[src/rtl/seven_seg_readback.sv]
// Recovers the signed digit shown on an active-low {sign, seg} display bus and presents it on valid/ready.
// Optional feature: define SEVEN_SEG_READBACK_BLANK_EN to report blank patterns as transactions.
module seven_seg_readback #(
  parameter int unsigned SYNC_STAGES   = 2,
  parameter int unsigned STABLE_CYCLES = 4
) (
  input  logic       clk,
  input  logic       rst,
  input  logic [6:0] seg,
  input  logic       sign,
  input  logic       out_ready,
  input  logic       clr_ovf,
  output logic       out_valid,
  output logic [4:0] out_value,
  output logic       out_err,
  output logic       out_blank,
  output logic       overrun
);

  localparam int unsigned CW = $clog2(STABLE_CYCLES + 1);

  typedef enum logic {IDLE, HOLD} state_e;

  state_e        state_q, state_d;
  logic [7:0]    sync_q [SYNC_STAGES];
  logic [7:0]    synced, smp_nxt;
  logic [CW-1:0] count_q, count_d;
  logic [7:0]    last_q;
  logic          last_vld_q;
  logic [4:0]    val_q, val_d;
  logic          err_q, err_d;
  logic          ovf_q, ovf_d;
  logic          same, accept, reportable, load;
  logic [3:0]    mag;
  logic          legal, is_blank;
  logic [4:0]    dec_val;
  logic          dec_err;

`ifdef SEVEN_SEG_READBACK_BLANK_EN
  localparam bit BLANK_EN = 1'b1;
  logic blank_q, blank_d;
  always_ff @(posedge clk or posedge rst) begin
    if (rst) blank_q <= 1'b0;
    else     blank_q <= blank_d;
  end
  assign out_blank = blank_q;
`else
  localparam bit BLANK_EN = 1'b0;
  assign out_blank = 1'b0;
`endif

  always_ff @(posedge clk or posedge rst) begin
    if (rst) begin
      for (int unsigned i = 0; i < SYNC_STAGES; i++) sync_q[i] <= 8'h7F;
    end else begin
      sync_q[0] <= {sign, seg};
      for (int unsigned i = 1; i < SYNC_STAGES; i++) sync_q[i] <= sync_q[i-1];
    end
  end

  assign synced = sync_q[SYNC_STAGES-1];

  // Comparing the sample about to enter the last stage lets the count update on
  // the same edge as the synced value, giving SYNC_STAGES+STABLE_CYCLES latency.
  generate
    if (SYNC_STAGES == 1) begin : g_nxt_raw
      assign smp_nxt = {sign, seg};
    end else begin : g_nxt_chain
      assign smp_nxt = sync_q[SYNC_STAGES-2];
    end
  endgenerate

  assign same   = (smp_nxt == synced);
  assign accept = same && (count_q == CW'(STABLE_CYCLES - 1)) &&
                  (!last_vld_q || (synced != last_q));

  always_comb begin
    if (!same)                              count_d = '0;
    else if (count_q == CW'(STABLE_CYCLES)) count_d = count_q;
    else                                    count_d = count_q + 1'b1;
  end

  always_comb begin
    mag   = '0;
    legal = 1'b1;
    case (synced[6:0])
      7'b1000000: mag = 4'd0;
      7'b1111001: mag = 4'd1;
      7'b0100100: mag = 4'd2;
      7'b0110000: mag = 4'd3;
      7'b0011001: mag = 4'd4;
      7'b0010010: mag = 4'd5;
      7'b0000010: mag = 4'd6;
      7'b1111000: mag = 4'd7;
      7'b0000000: mag = 4'd8;
      7'b0010000: mag = 4'd9;
      default:    legal = 1'b0;
    endcase
  end

  assign is_blank   = (synced[6:0] == 7'h7F);
  assign dec_err    = !legal && !is_blank;
  assign dec_val    = !legal ? 5'd0 : (synced[7] ? (~{1'b0, mag} + 5'd1) : {1'b0, mag});
  assign reportable = accept && (!is_blank || BLANK_EN);

  always_comb begin
    state_d = state_q;
    val_d   = val_q;
    err_d   = err_q;
    load    = 1'b0;
    ovf_d   = ovf_q && !clr_ovf;
`ifdef SEVEN_SEG_READBACK_BLANK_EN
    blank_d = blank_q;
`endif
    case (state_q)
      IDLE: begin
        if (reportable) begin
          state_d = HOLD;
          load    = 1'b1;
        end
      end
      HOLD: begin
        if (out_ready) begin
          if (reportable) load    = 1'b1;
          else            state_d = IDLE;
        end else if (reportable) begin
          ovf_d = 1'b1;
        end
      end
      default: state_d = IDLE;
    endcase
    if (load) begin
      val_d = dec_val;
      err_d = dec_err;
`ifdef SEVEN_SEG_READBACK_BLANK_EN
      blank_d = is_blank;
`endif
    end
  end

  always_ff @(posedge clk or posedge rst) begin
    if (rst) begin
      state_q    <= IDLE;
      count_q    <= '0;
      last_q     <= '0;
      last_vld_q <= 1'b0;
      val_q      <= '0;
      err_q      <= 1'b0;
      ovf_q      <= 1'b0;
    end else begin
      state_q <= state_d;
      count_q <= count_d;
      val_q   <= val_d;
      err_q   <= err_d;
      ovf_q   <= ovf_d;
      if (accept) begin
        last_q     <= synced;
        last_vld_q <= 1'b1;
      end
    end
  end

  assign out_valid = (state_q == HOLD);
  assign out_value = val_q;
  assign out_err   = err_q;
  assign overrun   = ovf_q;

endmodule
[config.mk]
export PLATFORM = sky130hd
export DESIGN_NAME = seven_seg_readback
export DESIGN_NICKNAME = d
export VERILOG_FILES = /design/src/rtl/seven_seg_readback.sv
export SDC_FILE = /design/constraint.sdc
export NUM_CORES = 1
export LEC_CHECK = 0
export CAP_MARGIN = 5
export CORE_AREA = 2 2 71 53
export CTS_CLUSTER_DIAMETER = 80
export DETAILED_ROUTE_END_ITERATION = 16
export DIE_AREA = 0 0 73 55
export GPL_ROUTABILITY_DRIVEN = 1
export PLACE_DENSITY_LB_ADDON = 0.05
export SYNTH_ARGS = -nofsm -noshare
export SYNTH_HDL_FRONTEND = slang
export SYNTH_SLANG_ARGS = --single-unit
[constraint.sdc]
create_clock -name clk -period 2.7 [get_ports clk]
set_input_delay 0.81 -clock clk [delete_from_list [all_inputs] [get_ports clk]]
set_output_delay 0.81 -clock clk [all_outputs]
set_load 0.05 [all_outputs]
==> flow_metrics.tcl <==
set metrics [dict create \
    dpl.hpwl_um 2170 \
    die_h_um 55 \
    synth_warnings 0 \
    yosys.area.top_type_share_pct 31.2 \
    clk_latency_ns 0.29 \
    rsz0062_at_grt "false" \
    setup_tns_ns 0 \
    portBuffers 19 \
    gr-total-overflow 0 \
    critical_path_required_ns 2.88 \
    hold_viol 0 \
    synth_cells 149 \
    first_global_vias 1037 \
    initial_core_util_pct 52.6 \
    drtIter0Drc 24 \
    maxSlewHeadroom_pct 65.8 \
    synth-edff-count 0 \
    min_period_ns 2.30 \
    grt_pass1_wl_um 4980 \
    rows 18 \
    syn_nets 165 \
    cts_hold_buffers 0 \
    final_antenna_net_count 0 \
    io_pins 21 \
    power.total_w 0.00104 \
    drt-vias-per-instance 5.33 \
    ys.flop_type "dfrtp_1" \
    finalMaxSlewViolations 0 \
    power.density_nw_per_um2 507 \
    ctsLongestPathBuffers 2 \
    grt_max_degree 37 \
    post_cts_buffers 0 \
    clk_pin_slew_worst_paths_ns 0.07 \
    outcome "finished clean" \
    ys_seq_elements 36 \
    syn_area_um2 1770 \
    post-route-period-util_pct 85.4 \
    core_area_um2 3360 \
    num_vias 1115 \
    first_pass_iters 4 \
    crit_arrival_ns 2.48 \
    finClkSkew_ns 0.00746 \
    async_flop_share_pct 100 \
    yosysTopAreaCell "dfrtp_1" \
    route.final.wire_length_um 2970 \
    cts_resized 0 \
    syn_avg_cell_area_um2 11.8 \
    multi_input_area_um2 744 \
    crit_fanout 11 \
    nNetsFinal 184 \
    cp-end-kind "register" \
    worst_pin_slew_ns 0.509 \
    cts_buffers 5 \
    seq_area_um2 918 \
    fmax_mhz 434 \
    finalSetupViolations 0 \
    peakVddDrop_mv 0.375 \
    p_leak_nw 0.850 \
    diodes 0 \
    fill_cells 265 \
    root_buffer "clkbuf_8" \
    min_path_type "register to register" \
    crit_type "register to register" \
    drive_gt1_share_pct 24.9 \
    wire_per_inst_um 14.2 \
    postLayoutCoreUtil_pct 60.9 \
    grt_use_total_pct 17.5 \
    synth-seq-area-share_pct 52.0 \
    die_w_um 73 \
    drcViolationCount 0 \
    instances_no_fill 209 \
    post-place-cells 201 \
    cts_num_sinks 36 \
    drv_cap 0 \
    cp-start-kind "register" \
    finalWeightedCongestion 0.967 \
    synth_cell_types 42 \
    final_common_cell "dfrtp_1" \
    cts_tree "done" \
    area_growth_pct 15.8 \
    layout_common_cells "22 x dfrtp_1, 19 x clkdlybuf4s50_1, 14 x dfstp_2, 10 x xor2_1, 10 x xnor2_1" \
    die_area_um2 4020 \
    synthTopCellsByArea "dfrtp_1 31%, dfstp_2 21%, mux2_2 5.1%" \
    antenna_found_initial 0 \
    h-tree-depth 2 \
]
## logic make-up (layout without fill, tap and decap cells)
logic type      Yosys count  after routing  share of synthesized area (%)
buf+inv                  18             38                           5.81
flops                    36             36                           52.0
mux                      14             14                           9.92
other cells               1              1                          0.212
fa+ha+maj                 4              4                           2.83
simple gates             38             38                           11.5
compound gates           18             18                           7.80
xor+xnor                 20             20                           9.92
## synth_stat cells (2+ instances only)
| cell | number |
|---|---|
| xor2_1 | 10 |
| nand4_1 | 2 |
| xnor2_1 | 10 |
| clkbuf_1 | 3 |
| inv_1 | 9 |
| nand3_1 | 3 |
| dfstp_2 | 14 |
| nor3_1 | 4 |
| nand2b_1 | 3 |
| or3_1 | 2 |
| nor2_1 | 8 |
| a32oi_1 | 2 |
| mux2_2 | 8 |
| dfrtp_1 | 22 |
| nand2_1 | 9 |
| a21oi_1 | 3 |
| mux2_4 | 5 |
| buf_6 | 4 |
| ha_1 | 4 |
| o22ai_1 | 2 |
## flip-flops by register name, summed over array words and instances (netlist names)
signal and flops:
last_q 8, smp_nxt 8, synced 8, out_value 5
count_q 3, last_vld_q 1, out_err 1, out_valid 1
overrun 1
## cell type report
class                           instances  share of cell area, %
Clock buffer                            6                   4.04
Inverter                                9                   1.65
Multi-Input combinational cell         95                   36.4
Clock inverter                          2                  0.490
Tap cell                               40                   2.45
Timing Repair Buffer                   21                   10.0
Sequential cell                        36                   44.9
## metal layers
metal | vias to the layer above | global-route usage (%) | share of wire, %
met5 | - | 0 | 0
met2 | 31 | 24.5 | 43
met1 | 533 | 23.9 | 52
met3 | 7 | 7.07 | 3.7
met4 | 0 | 7.72 | 1.5
li1 | 544 | - | -
## metrics by stage
stage	instance area, µm²	hold slack, ns	worst slack, ns
global placement	1950	0.362	0.456
global route	2040	0.380	0.191
CTS	2040	0.373	0.417
floorplan	1770	0.360	0.412
detailed placement	1950	0.363	0.421
finish	2040	0.372	0.395
## final timing paths
kind                                 start           end  slack (ns)  cells after the start
worst max-delay path             synced[2]  out_value[2]        0.40                      9
max in group asynchronous              rst    smp_nxt[0]        1.45                      3
worst min register to register  smp_nxt[0]     synced[0]        0.37                      0
min in group asynchronous              rst     synced[7]        0.91                      3
worst min-delay path            smp_nxt[0]     synced[0]        0.37                      0
worst max register to register   synced[2]  out_value[2]        0.40                      9
## power by group
part / switching [W] / leakage, nW / internal [W]
Clock: 0.000179 / 0.0510 / 0.000203
Combinational: 0.0000359 / 0.354 / 0.0000347
Sequential: 0.0000224 / 0.445 / 0.000561
Total: 0.000237 / 0.850 / 0.000799
## worst max-delay path, stage by stage (launching register included)
cell,delay [ns]
dfstp_2,0.43
or3_1,0.44
nor3_1,0.30
a31o_2,0.20
inv_1,0.05
ha_1,0.20
nor2_1,0.11
xnor2_1,0.13
nor2_1,0.06
mux2_4,0.27
Power figures use the tool's default switching activity.
